==> config.mk <==
export PLATFORM = sky130hd
export DESIGN_NAME = irq_ctrl_flat
export DESIGN_NICKNAME = d
export VERILOG_FILES = /design/src/rtl/irq_ctrl_if.sv /design/src/rtl/irq_ctrl.sv /design/src/flat_wrapper.sv
export SDC_FILE = /design/constraint.sdc
export NUM_CORES = 1
export LEC_CHECK = 0
export ABC_AREA = 0
export CORE_AREA = 4 4 109 111
export DETAILED_ROUTE_END_ITERATION = 16
export DIE_AREA = 0 0 113 115
export GPL_TIMING_DRIVEN = 0
export PLACE_DENSITY = 0.69
export REMOVE_ABC_BUFFERS = 1
export SLEW_MARGIN = 15
export SYNTH_ARGS = -nofsm -noshare
export SYNTH_HDL_FRONTEND = slang
export SYNTH_SLANG_ARGS = --single-unit
==> constraint.sdc <==
create_clock -name clk -period 3.05 [get_ports clk]
set_input_delay 0.61 -clock clk [delete_from_list [all_inputs] [get_ports clk]]
set_output_delay 0.61 -clock clk [all_outputs]
set_load 0.05 [all_outputs]
==> src/rtl/irq_ctrl_if.sv <==
// Bundle of the irq_ctrl bus signals: interrupt lines, mask CSR write and core handshake.
// slave = controller side, master = core/CSR side.
interface irq_ctrl_if #(
  parameter int unsigned NUM_IRQ = 16,
  parameter int unsigned ID_W    = $clog2(NUM_IRQ)
);
  logic [NUM_IRQ-1:0] irq_src_i;
  logic               global_en_i;
  logic               en_wr_i;
  logic [NUM_IRQ-1:0] en_data_i;
  logic               irq_ack_i;
  logic               irq_done_i;
  logic               irq_req_o;
  logic [ID_W-1:0]    irq_id_o;
  logic [31:0]        irq_vector_o;
  logic               irq_busy_o;
  logic [NUM_IRQ-1:0] pending_o;
  logic [NUM_IRQ-1:0] en_mask_o;

  modport slave (
    input  irq_src_i, global_en_i, en_wr_i, en_data_i, irq_ack_i, irq_done_i,
    output irq_req_o, irq_id_o, irq_vector_o, irq_busy_o, pending_o, en_mask_o
  );

  modport master (
    output irq_src_i, global_en_i, en_wr_i, en_data_i, irq_ack_i, irq_done_i,
    input  irq_req_o, irq_id_o, irq_vector_o, irq_busy_o, pending_o, en_mask_o
  );
endinterface

==> src/rtl/irq_ctrl.sv <==
// Single-level fast interrupt controller: synchronises and edge-detects lines, latches
// pending bits, arbitrates by fixed priority (lowest index wins) and tracks req/ack/done.
module irq_ctrl #(
  parameter int unsigned NUM_IRQ  = 16,
  parameter int unsigned ID_W     = $clog2(NUM_IRQ),
  parameter logic [31:0] VEC_BASE = 32'h0000_0100
) (
  input logic       clk,
  input logic       reset,
  irq_ctrl_if.slave bus
);
  typedef enum logic [1:0] {S_IDLE, S_REQ, S_SERVICE} state_e;

  state_e             state_q, state_d;
  logic [NUM_IRQ-1:0] s1_q, s2_q, prev_q;
  logic [NUM_IRQ-1:0] pend_q, pend_d, mask_q, mask_d;
  logic [NUM_IRQ-1:0] rise, cand, clr;
  logic [ID_W-1:0]    id_q, id_d, cand_id;
  logic               cand_vld;
  logic               req_q, req_d, busy_q, busy_d;

  assign rise = s2_q & ~prev_q;
  assign cand = pend_q & mask_q;

  always_comb begin
    cand_vld = 1'b0;
    cand_id  = '0;
    for (int unsigned i = 0; i < NUM_IRQ; i++) begin
      if (!cand_vld && cand[i]) begin
        cand_vld = 1'b1;
        cand_id  = ID_W'(i);
      end
    end
  end

  always_comb begin
    state_d = state_q;
    id_d    = id_q;
    clr     = '0;
    unique case (state_q)
      S_IDLE: begin
        if (bus.global_en_i && cand_vld) begin
          id_d    = cand_id;
          state_d = S_REQ;
        end
      end
      S_REQ: begin
        // ack outranks a same-cycle global enable drop
        if (bus.irq_ack_i) begin
          clr[id_q] = 1'b1;
          state_d   = S_SERVICE;
        end else if (!bus.global_en_i) begin
          state_d = S_IDLE;
        end
      end
      S_SERVICE: begin
        if (bus.irq_done_i) state_d = S_IDLE;
      end
      default: state_d = S_IDLE;
    endcase
    req_d  = (state_d == S_REQ);
    busy_d = (state_d == S_SERVICE);
    // a fresh edge on the acked source survives the clear
    pend_d = (pend_q & ~clr) | rise;
    mask_d = bus.en_wr_i ? bus.en_data_i : mask_q;
  end

  always_ff @(posedge clk or posedge reset) begin
    if (reset) begin
      state_q <= S_IDLE;
      s1_q    <= '0;
      s2_q    <= '0;
      prev_q  <= '0;
      pend_q  <= '0;
      mask_q  <= '0;
      id_q    <= '0;
      req_q   <= 1'b0;
      busy_q  <= 1'b0;
    end else begin
      state_q <= state_d;
      s1_q    <= bus.irq_src_i;
      s2_q    <= s1_q;
      prev_q  <= s2_q;
      pend_q  <= pend_d;
      mask_q  <= mask_d;
      id_q    <= id_d;
      req_q   <= req_d;
      busy_q  <= busy_d;
    end
  end

  assign bus.irq_req_o    = req_q;
  assign bus.irq_busy_o   = busy_q;
  assign bus.irq_id_o     = id_q;
  assign bus.irq_vector_o = VEC_BASE + (32'(id_q) << 2);
  assign bus.pending_o    = pend_q;
  assign bus.en_mask_o    = mask_q;
endmodule

==> src/flat_wrapper.sv <==
// flat-port wrapper written by rule: the top's interface ports become plain ports
module irq_ctrl_flat 
#(
  parameter int unsigned NUM_IRQ  = 16,
  parameter int unsigned ID_W     = $clog2(NUM_IRQ),
  parameter logic [31:0] VEC_BASE = 32'h0000_0100
)
  (clk, reset, bus_irq_src_i, bus_global_en_i, bus_en_wr_i, bus_en_data_i, bus_irq_ack_i, bus_irq_done_i, bus_irq_req_o, bus_irq_id_o, bus_irq_vector_o, bus_irq_busy_o, bus_pending_o, bus_en_mask_o);
  irq_ctrl_if #(.NUM_IRQ(NUM_IRQ), .ID_W(ID_W)) bus_i ();
  input logic clk;
  input logic reset;
  input wire logic [$bits(bus_i.irq_src_i)-1:0] bus_irq_src_i;
  input wire logic [$bits(bus_i.global_en_i)-1:0] bus_global_en_i;
  input wire logic [$bits(bus_i.en_wr_i)-1:0] bus_en_wr_i;
  input wire logic [$bits(bus_i.en_data_i)-1:0] bus_en_data_i;
  input wire logic [$bits(bus_i.irq_ack_i)-1:0] bus_irq_ack_i;
  input wire logic [$bits(bus_i.irq_done_i)-1:0] bus_irq_done_i;
  output wire logic [$bits(bus_i.irq_req_o)-1:0] bus_irq_req_o;
  output wire logic [$bits(bus_i.irq_id_o)-1:0] bus_irq_id_o;
  output wire logic [$bits(bus_i.irq_vector_o)-1:0] bus_irq_vector_o;
  output wire logic [$bits(bus_i.irq_busy_o)-1:0] bus_irq_busy_o;
  output wire logic [$bits(bus_i.pending_o)-1:0] bus_pending_o;
  output wire logic [$bits(bus_i.en_mask_o)-1:0] bus_en_mask_o;
  assign bus_i.irq_src_i = bus_irq_src_i;
  assign bus_i.global_en_i = bus_global_en_i;
  assign bus_i.en_wr_i = bus_en_wr_i;
  assign bus_i.en_data_i = bus_en_data_i;
  assign bus_i.irq_ack_i = bus_irq_ack_i;
  assign bus_i.irq_done_i = bus_irq_done_i;
  assign bus_irq_req_o = bus_i.irq_req_o;
  assign bus_irq_id_o = bus_i.irq_id_o;
  assign bus_irq_vector_o = bus_i.irq_vector_o;
  assign bus_irq_busy_o = bus_i.irq_busy_o;
  assign bus_pending_o = bus_i.pending_o;
  assign bus_en_mask_o = bus_i.en_mask_o;
  irq_ctrl #(.NUM_IRQ(NUM_IRQ), .ID_W(ID_W), .VEC_BASE(VEC_BASE)) u_core (.clk(clk), .reset(reset), .bus(bus_i));
endmodule
After elaboration in Yosys (flattened, before gate mapping)
Index checks and enable logic that the tools add are counted.
{ "totals": {"regBits": 88, "elab_cells": 96, "output_inout_bits": 70, "in_bits": 38} }
{ "op_classes": {"n_bitwise": 6, "muxes": 40, "eq_ne": 4, "n_reduce_logical": 34, "order_cmp": 2, "n_addsub": 1} }
{ "op_table": {"columns": ["operator", "n"], "rows": [
  ["2-to-1 mux 4 bit", 14],
  ["bitwise AND 16 bit", 3],
  ["2-to-1 mux 16 bit", 2],
  ["inverter 16 bit", 2],
  ["2-to-1 mux 1 bit", 18],
  ["logical AND 1 bit", 17],
  ["bitwise OR 16 bit", 1],
  ["logical NOT 1 bit", 15],
  ["adder 9 x 6 -> 10 bit (first input constant)", 1],
  ["2-to-1 mux 2 bit", 4],
  ["one-hot mux 2 bit (3 select lines)", 1],
  ["< comparator 4 x 5 -> 1 bit (second input constant)", 1],
  ["demux 1 bit (select 4 bit)", 1],
  ["equality test 2 x 1 -> 1 bit (second input constant)", 2],
  ["equality test 2 bit (second input constant)", 2],
  [">= comparator 4 x 1 -> 1 bit (second input constant)", 1],
  ["logical NOT 2 bit", 1],
  ["AND reduction 2 bit", 1]
]} }

Longest topological paths before layout
Gate-level depths: netlist (run 1).
{ "logic_depth": {"ltp_word": 51, "ltp_mapped": 5, "mapped_depth_nobuf": 5} }

Worst setup path after synthesis (run 1)
OpenSTA, ideal clock, no wires.
{ "synth_path": {"kind": "reg-to-reg", "start": "reg u_core.pend_q[2], in the netlist u_core.bus.pending_o[2]", "end": "reg u_core.req_q, in the netlist u_core.bus.irq_req_o", "period_less_slack_ns": 1.821, "t_arrival_ns": 1.694, "path_stages_with_launch": 5, "setup_slack_ns": 1.229, "setup_time_ns": 0.127, "t_required_ns": 2.923, "path_cell_list": "dfrtp_1 -> a22oi_2 -> nand4_2 -> o31a_2 -> or2_2"} }
{ "synth_between": {"elab_chain_cells": 46} }
{ "synth_rtl": {"columns": ["item", "line_no", "rtl"], "rows": [
  ["start: declaration", "irq_ctrl.sv:16", "logic [NUM_IRQ-1:0] pend_q, pend_d, mask_q, mask_d;"],
  ["start signal: assignment", "irq_ctrl.sv:84", "pend_q <= pend_d;"],
  ["bitwise AND 16 bit (*)", "irq_ctrl.sv:23", "assign cand = pend_q & mask_q;"],
  ["logical AND 1 bit (*)", "irq_ctrl.sv:29", "if (!cand_vld && cand[i]) begin"],
  ["2-to-1 mux 1 bit (*)", "irq_ctrl.sv:29", null],
  ["logical NOT 1 bit", "irq_ctrl.sv:29", null],
  ["logical AND 1 bit", "irq_ctrl.sv:29", null],
  ["2-to-1 mux 1 bit (*)", "irq_ctrl.sv:29", null],
  ["logical NOT 1 bit", "irq_ctrl.sv:29", null],
  ["logical AND 1 bit", "irq_ctrl.sv:29", null],
  ["(+31 left out)", null, null],
  ["logical NOT 1 bit", "irq_ctrl.sv:29", null],
  ["logical AND 1 bit", "irq_ctrl.sv:29", null],
  ["2-to-1 mux 1 bit (*)", "irq_ctrl.sv:29", null],
  ["logical AND 1 bit (*)", "irq_ctrl.sv:42", "if (bus.global_en_i && cand_vld) begin"],
  ["2-to-1 mux 2 bit (*)", "irq_ctrl.sv:42", null],
  ["one-hot mux 2 bit (3 select lines) (*)", "irq_ctrl.sv:40", "unique case (state_q)"],
  ["equality test 2 x 1 -> 1 bit (*)", "irq_ctrl.sv:61", "req_d = (state_d == S_REQ);"],
  ["net u_core.req_d", "irq_ctrl.sv:20", "logic req_q, req_d, busy_q, busy_d;"],
  ["end signal: assignment", "irq_ctrl.sv:87", "req_q <= req_d;"],
  ["end: declaration", "irq_ctrl.sv:20", null]
]} }
Mark *: on every way through the listed nets, which the timed path passes. The rest lies on a longest branch.
A chain may end at the register's enable or synchronous reset.

Worst setup path after layout (run 1)
{ "layout_path": {"start": "reg u_core.id_q[0], in the netlist u_core.bus.irq_id_o[0]", "end": "out bus_irq_id_o[0]"} }
{ "layout_rtl": {"columns": ["item", "line_no", "rtl"], "rows": [
  ["start: declaration", "irq_ctrl.sv:18", "logic [ID_W-1:0] id_q, id_d, cand_id;"],
  ["start signal: assignment", "irq_ctrl.sv:86", "id_q <= id_d;"],
  ["end: declaration", "flat_wrapper.sv:19", "output wire logic [$bits(bus_i.irq_id_o)-1:0] bus_irq_id_o;"]
]} }
No word-level cell between the ends.

==> results of run 1 <==
==> how the worst max path moves through the flow <==
stage / start / endpoint / slack (ns) / cells after the start
3_5_place_dp: bus_global_en_i / u_core.bus.irq_id_o[0]$_DFFE_PP0P_ / 0.73 / 4
6_report: u_core.bus.irq_id_o[0]$_DFFE_PP0P_ / bus_irq_id_o[0] / 0.75 / 1
5_1_grt: u_core.bus.irq_id_o[3]$_DFFE_PP0P_ / bus_irq_vector_o[5] / 0.64 / 1
2_1_floorplan: reset / u_core.bus.en_mask_o[0]$_DFFE_PP0P_ / 0.16 / 1
4_1_cts: u_core.bus.irq_id_o[1]$_DFFE_PP0P_ / bus_irq_vector_o[3] / 0.73 / 1
3_3_place_gp: reset / u_core.bus.pending_o[10]$_DFF_PP0_ / -1.12 / 2
==> power by group <==
group | internal (W) | total, W | switching (W)
Clock | 0.000385 | 0.000810 | 0.000424
Combinational | 0.000320 | 0.000996 | 0.000676
Sequential | 0.00129 | 0.00141 | 0.000127
==> layout make-up <==
type	count	area share
repair buffers	80	0.191
inverters	19	0.0172
multi-input cells	132	0.191
well taps	140	0.0408
clock buffers	9	0.0289
flip-flops and latches	88	0.513
clock inverters	7	0.0178
==> cell families (layout without fill, tap and decap cells) <==
family,Yosys count,in the layout
AND/OR/NAND/NOR,32,32
multiplexers,16,16
buffers and inverters,53,115
AO/OA/AOI/OAI,56,56
flip-flops,88,88
other,2,28
==> cells in the mapped netlist <==
| cell | n |
|---|---|
| sky130_fd_sc_hd__dfrtp_1 | 88 |
| sky130_fd_sc_hd__o21ai_0 | 35 |
| sky130_fd_sc_hd__buf_4 | 32 |
| sky130_fd_sc_hd__inv_1 | 19 |
| sky130_fd_sc_hd__mux2_2 | 16 |
| sky130_fd_sc_hd__nand2_1 | 10 |
| sky130_fd_sc_hd__nor2_1 | 5 |
| sky130_fd_sc_hd__a22oi_2 | 4 |
| sky130_fd_sc_hd__nand2b_1 | 4 |
| sky130_fd_sc_hd__nand3_1 | 4 |
| sky130_fd_sc_hd__a32oi_1 | 3 |
| sky130_fd_sc_hd__a21oi_1 | 2 |
| sky130_fd_sc_hd__a22oi_1 | 2 |
| sky130_fd_sc_hd__a31oi_1 | 2 |
| sky130_fd_sc_hd__conb_1 | 2 |
| sky130_fd_sc_hd__or2_2 | 2 |
| sky130_fd_sc_hd__a211o_2 | 1 |
| sky130_fd_sc_hd__a211oi_1 | 1 |
| sky130_fd_sc_hd__a21bo_2 | 1 |
| sky130_fd_sc_hd__a21boi_0 | 1 |
| sky130_fd_sc_hd__a21o_1 | 1 |
| sky130_fd_sc_hd__a31o_2 | 1 |
| sky130_fd_sc_hd__buf_2 | 1 |
| sky130_fd_sc_hd__clkbuf_1 | 1 |
| sky130_fd_sc_hd__nand3b_1 | 1 |
| sky130_fd_sc_hd__nand4_2 | 1 |
| sky130_fd_sc_hd__nor3b_1 | 1 |
| sky130_fd_sc_hd__nor4bb_1 | 1 |
| sky130_fd_sc_hd__o31a_2 | 1 |
| sky130_fd_sc_hd__o32a_2 | 1 |
| sky130_fd_sc_hd__or2_1 | 1 |
| sky130_fd_sc_hd__or3_1 | 1 |
| sky130_fd_sc_hd__or3b_1 | 1 |
==> state kept, by name (all words and copies together), names as in the netlist, 2 cells and up <==
register / flops
u_core.bus.pending_o: 16
u_core.s1_q: 16
u_core.bus.en_mask_o: 16
u_core.s2_q: 16
u_core.prev_q: 16
u_core.bus.irq_id_o: 4
u_core.state_q: 2
==> layer usage <==
metal  share of wire  track usage
met2            0.48        0.167
met5               0            0
met4          0.0075       0.0321
met1            0.42        0.138
met3           0.093       0.0516
==> through the flow <==
step | total power [W] | setup TNS (ns) | setup slack [ns] | instance area, sq um
after CTS | 0.00326 | 0 | 0.726 | 4290
final | 0.00322 | 0 | 0.750 | 4290
after detailed placement | 0.00244 | 0 | 0.729 | 4090
after global placement | 0.00242 | -97.68 | -1.12 | 4060
after global routing | 0.00338 | 0 | 0.639 | 4290
after floorplan | 0.00205 | 0 | 0.161 | 3090
==> flow_summary.toml, run 1 <==
[worst_setup_path]
endpoint_kind = "primary output"
worst-setup-path-type = "flip-flop to primary output"
crit_arrival_ns = 1.69
critical_path_peak_fanout = 7
worst_r2r_startpoint = "u_core.bus.pending_o[6]$_DFF_PP0_"
timing.reg2reg.worst_path_depth = 4
worst_endpoint_required_time_ns = 2.44
critPathMaxStageDelay_ns = 0.85
cp_cell_sequence = "clkdlybuf4s50_1"
worst-path-buf-inv = 1
worstSetupStartpointType = "flip-flop"
setup.reg_to_reg.worst_slack_ns = 1.31
path_delay_family = "buffers and inverters"
timing.rr.end = "u_core.bus.irq_req_o$_DFF_PP0_"
crit_path_top_delay_cell = "sky130_fd_sc_hd__clkdlybuf4s50_1"

[logic_synthesis]
synth-xor-area-share = 0
post_synth_and_or_nand_nor_area_fraction = 0.0532
synth_largest_type_area_fraction = 0.679
mean_instance_size_in_the_synthesized_netlist_sq_um = 13.1
yosysWarningCount = 0
fraction_of_the_mapped_netlist_area_in_compound_gates = 0.111
synth.cell_area_sq_um = 3240
netlist.top_cell.by_area = "sky130_fd_sc_hd__dfrtp_1"
dominant_combinational_cell_family_by_area_after_synthesis = "compound AO/OA/AOI/OAI gates"
leading_cell_types_by_total_area_after_synthesis = "sky130_fd_sc_hd__dfrtp_1 68%, sky130_fd_sc_hd__buf_4 7.4%, sky130_fd_sc_hd__mux2_2 5.6%"
synth_sequential_area_ratio = 0.679
postSynthRegisterBits = 88
synth_cell_type_count = 33
synth_mux_area_frac = 0.0555
postSynthCellCount = 247
synthAdderAreaFrac = 0

[grt]
maximum_number_of_pins_on_one_net_before_global_route_repair = 55
initial_antenna_violation_count = 0
gr-usage-all-layers = 0.109
overflow = 0
grt_pass1_wl_um = 10700
first_global_vias = 2033

[floorplan]
die_w_um = 113
io-pin-count = 108
row_count = 38
die-area_sq_um = 13000
initial_core_utilization = 0.301
coreArea_sq_um = 10800
dieHeight_um = 115

[clocking]
numClockSinks = 88
tritoncts.num_buffers = 9
setup_fix_buffers_added_after_clock_tree_synthesis = 0
cts.reportedPaths.clkPinSlew_ns = 0.09
clock_tree.root_cell = "sky130_fd_sc_hd__clkbuf_8"
insertion_delay_ns = 0.35
cts_resized = 0
hold_buffers = 0
tritoncts = "done"
htree_levels = 3
clock_path_buffers = 2

[sta]
slew_violations = 0
finalWorstPathRequiredPeriod_ns = 2.30
min_period_over_period = 0.754
finalHoldWorstSlack_ns = 0.344
max_slew.worst_pin.slew_ns = 0.917
finalSetupViolCount = 0
slew_headroom = 0.387
rsz0062_at_grt = "no"
final_hold_viol_count = 0
fmax_achieved_ghz = 0.435
fin_skew_ns = 0.00882

[place]
hpwl_um = 5150
gp_congestion = 0.792
placed_cells = 459
io_buffer_count = 79

[status]
run_status = "completed"

[hold_path]
hold_critical_path_depth = 0
holdCritPathClass = "flip-flop to flip-flop"
holdCritStartpoint = "u_core.s1_q[11]$_DFF_PP0_"
worstHoldEndpoint = "u_core.s2_q[11]$_DFF_PP0_"

[final_layout]
final_core_utilization = 0.397
num-nets-final = 368
post_layout_nonfiller_instances = 475
sequential_cell_area_sq_um = 2200
most_common_cell_after_layout_fill_and_taps_aside = "sky130_fd_sc_hd__dfrtp_1"
commonest_cells_after_routing_fill_and_taps_aside = "88 x sky130_fd_sc_hd__dfrtp_1, 79 x sky130_fd_sc_hd__clkdlybuf4s50_1, 35 x sky130_fd_sc_hd__o21ai_0"
flow.area_growth_from_synthesis_pct = 32.2
drive_gt1_frac = 0.137
antenna_cells_inserted = 0
multi_input_area_sq_um = 820
fillerInstances = 1035

[detailed_routing]
first_pass_iters = 4
drt_wl_total_um = 6820
via_count = 1994
detail_route.drc_violations = 0
viasPerCell = 4.20
ant_nets = 0
drt_iter0_drc = 65
avgRoutedWirePerCell_um = 14.3

[pwr]
total_leakage_power_nw = 1.83
ir_worst_vdd_v = 0.000444
power_density_nw_per_um2 = 750

[flow_run]
max_cap_viol_count = 0
(Power assumes the default switching activity.)
==> inputs of run 2 (changes only) <==
--- a/config.mk
+++ b/config.mk
@@ -10,7 +10,7 @@
 export DETAILED_ROUTE_END_ITERATION = 16
 export DIE_AREA = 0 0 113 115
 export GPL_TIMING_DRIVEN = 0
-export PLACE_DENSITY = 0.69
+export PLACE_DENSITY = 0.67
 export REMOVE_ABC_BUFFERS = 1
 export SLEW_MARGIN = 15
 export SYNTH_ARGS = -nofsm -noshare
==> constraint.sdc (replaced) <==
create_clock -name clk -period 2.4 [get_ports clk]
set_input_delay 0.48 -clock clk [delete_from_list [all_inputs] [get_ports clk]]
set_output_delay 0.48 -clock clk [all_outputs]
set_load 0.05 [all_outputs]
==> run 2 against run 1 <==
- critical path depth did not move
- count of clock-buffer cells in the layout rose by 1
- sequential power rose by 27%
- via count barely moved
- wire length fell by 1.2%
- sequential share of layout area rose by 0.075 points
- final cell count did not move
- hold slack improved by 0.0083 ns
- sequential cell count did not move
- global-route usage barely moved
- clock power rose by 25%
- critical endpoint is now bus_irq_vector_o[4]
- largest cell class unchanged
==> flow_summary.toml, run 2 (synthesized netlist as in run 1, its figures left out) <==
[grt]
gr-usage-all-layers = 0.109
globalRouteMet3Util = 0.0421
grt.met2_usage = 0.180
initial_antenna_violation_count = 0
maximum_number_of_pins_on_one_net_before_global_route_repair = 61
overflow = 0
first_global_vias = 2086
busiest_layer = "met2"
grt.met1_usage = 0.130
grt_pass1_wl_um = 10700

[clocking]
setup_fix_buffers_added_after_clock_tree_synthesis = 0
insertion_delay_ns = 0.35
tritoncts.num_buffers = 9
clock_path_buffers = 2
numClockSinks = 88
htree_levels = 3
hold_buffers = 0
cts_resized = 0
cts.reportedPaths.clkPinSlew_ns = 0.09
tritoncts = "done"
clock_tree.root_cell = "sky130_fd_sc_hd__clkbuf_8"

[floorplan]
io-pin-count = 108
row_count = 38
die-area_sq_um = 13000
coreArea_sq_um = 10800
die_w_um = 113
dieHeight_um = 115
initial_core_utilization = 0.301

[detailed_routing]
first_pass_iters = 4
via_count = 1993
detail_route.drc_violations = 0
drt_iter0_drc = 85
drt_wl_total_um = 6740
ant_nets = 0
avgRoutedWirePerCell_um = 14.2
viasPerCell = 4.20

[worst_setup_path]
path_delay_family = "buffers and inverters"
endpoint_kind = "primary output"
crit_cells = 1
cp_cell_sequence = "clkdlybuf4s50_1"
worst_endpoint_required_time_ns = 1.92
worst-setup-path-type = "flip-flop to primary output"
worstSetupStartpointType = "flip-flop"
timing.rr.end = "u_core.bus.irq_req_o$_DFF_PP0_"
critPathLaunch = "u_core.bus.irq_id_o[2]$_DFFE_PP0P_"
critical_path_peak_fanout = 7
cp-endpoint = "bus_irq_vector_o[4]"
setup.reg_to_reg.worst_slack_ns = 0.67
crit_arrival_ns = 1.68
crit_path_top_delay_cell = "sky130_fd_sc_hd__clkdlybuf4s50_1"
critPathMaxStageDelay_ns = 0.85
worst-path-buf-inv = 1
worst_r2r_startpoint = "u_core.bus.pending_o[2]$_DFF_PP0_"
timing.reg2reg.worst_path_depth = 4

[pwr]
total_leakage_power_nw = 1.84
power_density_nw_per_um2 = 948
ir_worst_vdd_v = 0.000586

[flow_run]
max_cap_viol_count = 0

[place]
post-place-ws_ns = 0.214
gp_congestion = 0.749
placed_cells = 459
hpwl_um = 5130
io_buffer_count = 79
placed_area_sq_um = 4090

[sta]
min_period_over_period = 0.901
finalSetupViolCount = 0
fin_skew_ns = 0.0110
final_hold_viol_count = 0
post-route-worst-setup-slack_ns = 0.237
slew_headroom = 0.420
setup-tns-final_ns = 0
slew_violations = 0
max_slew.worst_pin.slew_ns = 0.867
finalWorstPathRequiredPeriod_ns = 2.16
fmax_achieved_ghz = 0.462
rsz0062_at_grt = "no"

[final_layout]
antenna_cells_inserted = 0
drive_gt1_frac = 0.134
fillerInstances = 1049
most_common_cell_after_layout_fill_and_taps_aside = "sky130_fd_sc_hd__dfrtp_1"
multi_input_area_sq_um = 820
sequential_cell_area_sq_um = 2200
num-nets-final = 368
finish.instance_area_sq_um = 4280
commonest_cells_after_routing_fill_and_taps_aside = "88 x sky130_fd_sc_hd__dfrtp_1, 79 x sky130_fd_sc_hd__clkdlybuf4s50_1, 35 x sky130_fd_sc_hd__o21ai_0"
post_layout_nonfiller_instances = 475
flow.area_growth_from_synthesis_pct = 32.0

[hold_path]
holdCritPathClass = "flip-flop to flip-flop"

[status]
run_status = "completed"
==> run 2: changes by cell type in the layout (fill, tap and decap cells not counted), sizes merged <==
cell	before	now
clkinv	1	2
clkinvlp	2	0
clkbuf	9	10
==> run 2: where the power goes <==
group          internal, W  switching [W]  total, W
registers          0.00163       0.000161   0.00179
logic             0.000406       0.000854   0.00126
clock network     0.000489       0.000516   0.00101
total              0.00253        0.00153   0.00406
==> run 2: how the worst min path moves through the flow <==
stage,cells past startpoint,end,slack [ns],start
floorplan,0,u_core.s2_q[0]$_DFF_PP0_,0.33,u_core.s1_q[0]$_DFF_PP0_
global placement,0,u_core.s2_q[7]$_DFF_PP0_,0.33,u_core.s1_q[7]$_DFF_PP0_
detailed placement,0,u_core.s2_q[15]$_DFF_PP0_,0.33,u_core.s1_q[15]$_DFF_PP0_
CTS,0,u_core.s2_q[1]$_DFF_PP0_,0.35,u_core.s1_q[1]$_DFF_PP0_
global route,0,u_core.s2_q[1]$_DFF_PP0_,0.37,u_core.s1_q[1]$_DFF_PP0_
finish,0,u_core.s2_q[15]$_DFF_PP0_,0.35,u_core.s1_q[15]$_DFF_PP0_
==> run 2: area by class of cell <==
class                      count  share of cell area
sequential                    88               0.514
tap                          140              0.0409
clock buffer                  10              0.0298
multi-input combinational    132               0.191
timing repair buffer          80               0.191
inverter                      19              0.0172
clock inverter                 6              0.0155
==> run 2: layer usage <==
metal  up-vias  wire, um
met5         -         0
met4         0        91
met3         8       581
met2        74      3300
met1       963      2760
li1        948         -
==> run 2: through the flow <==
step                total power (W)   util  hold slack (ns)
floorplan                   0.00260      -            0.331
global placement            0.00307  0.376            0.334
finish                      0.00406  0.397            0.352
global route                0.00427  0.397            0.365
CTS                         0.00413  0.397            0.354
detailed placement          0.00310  0.379            0.335
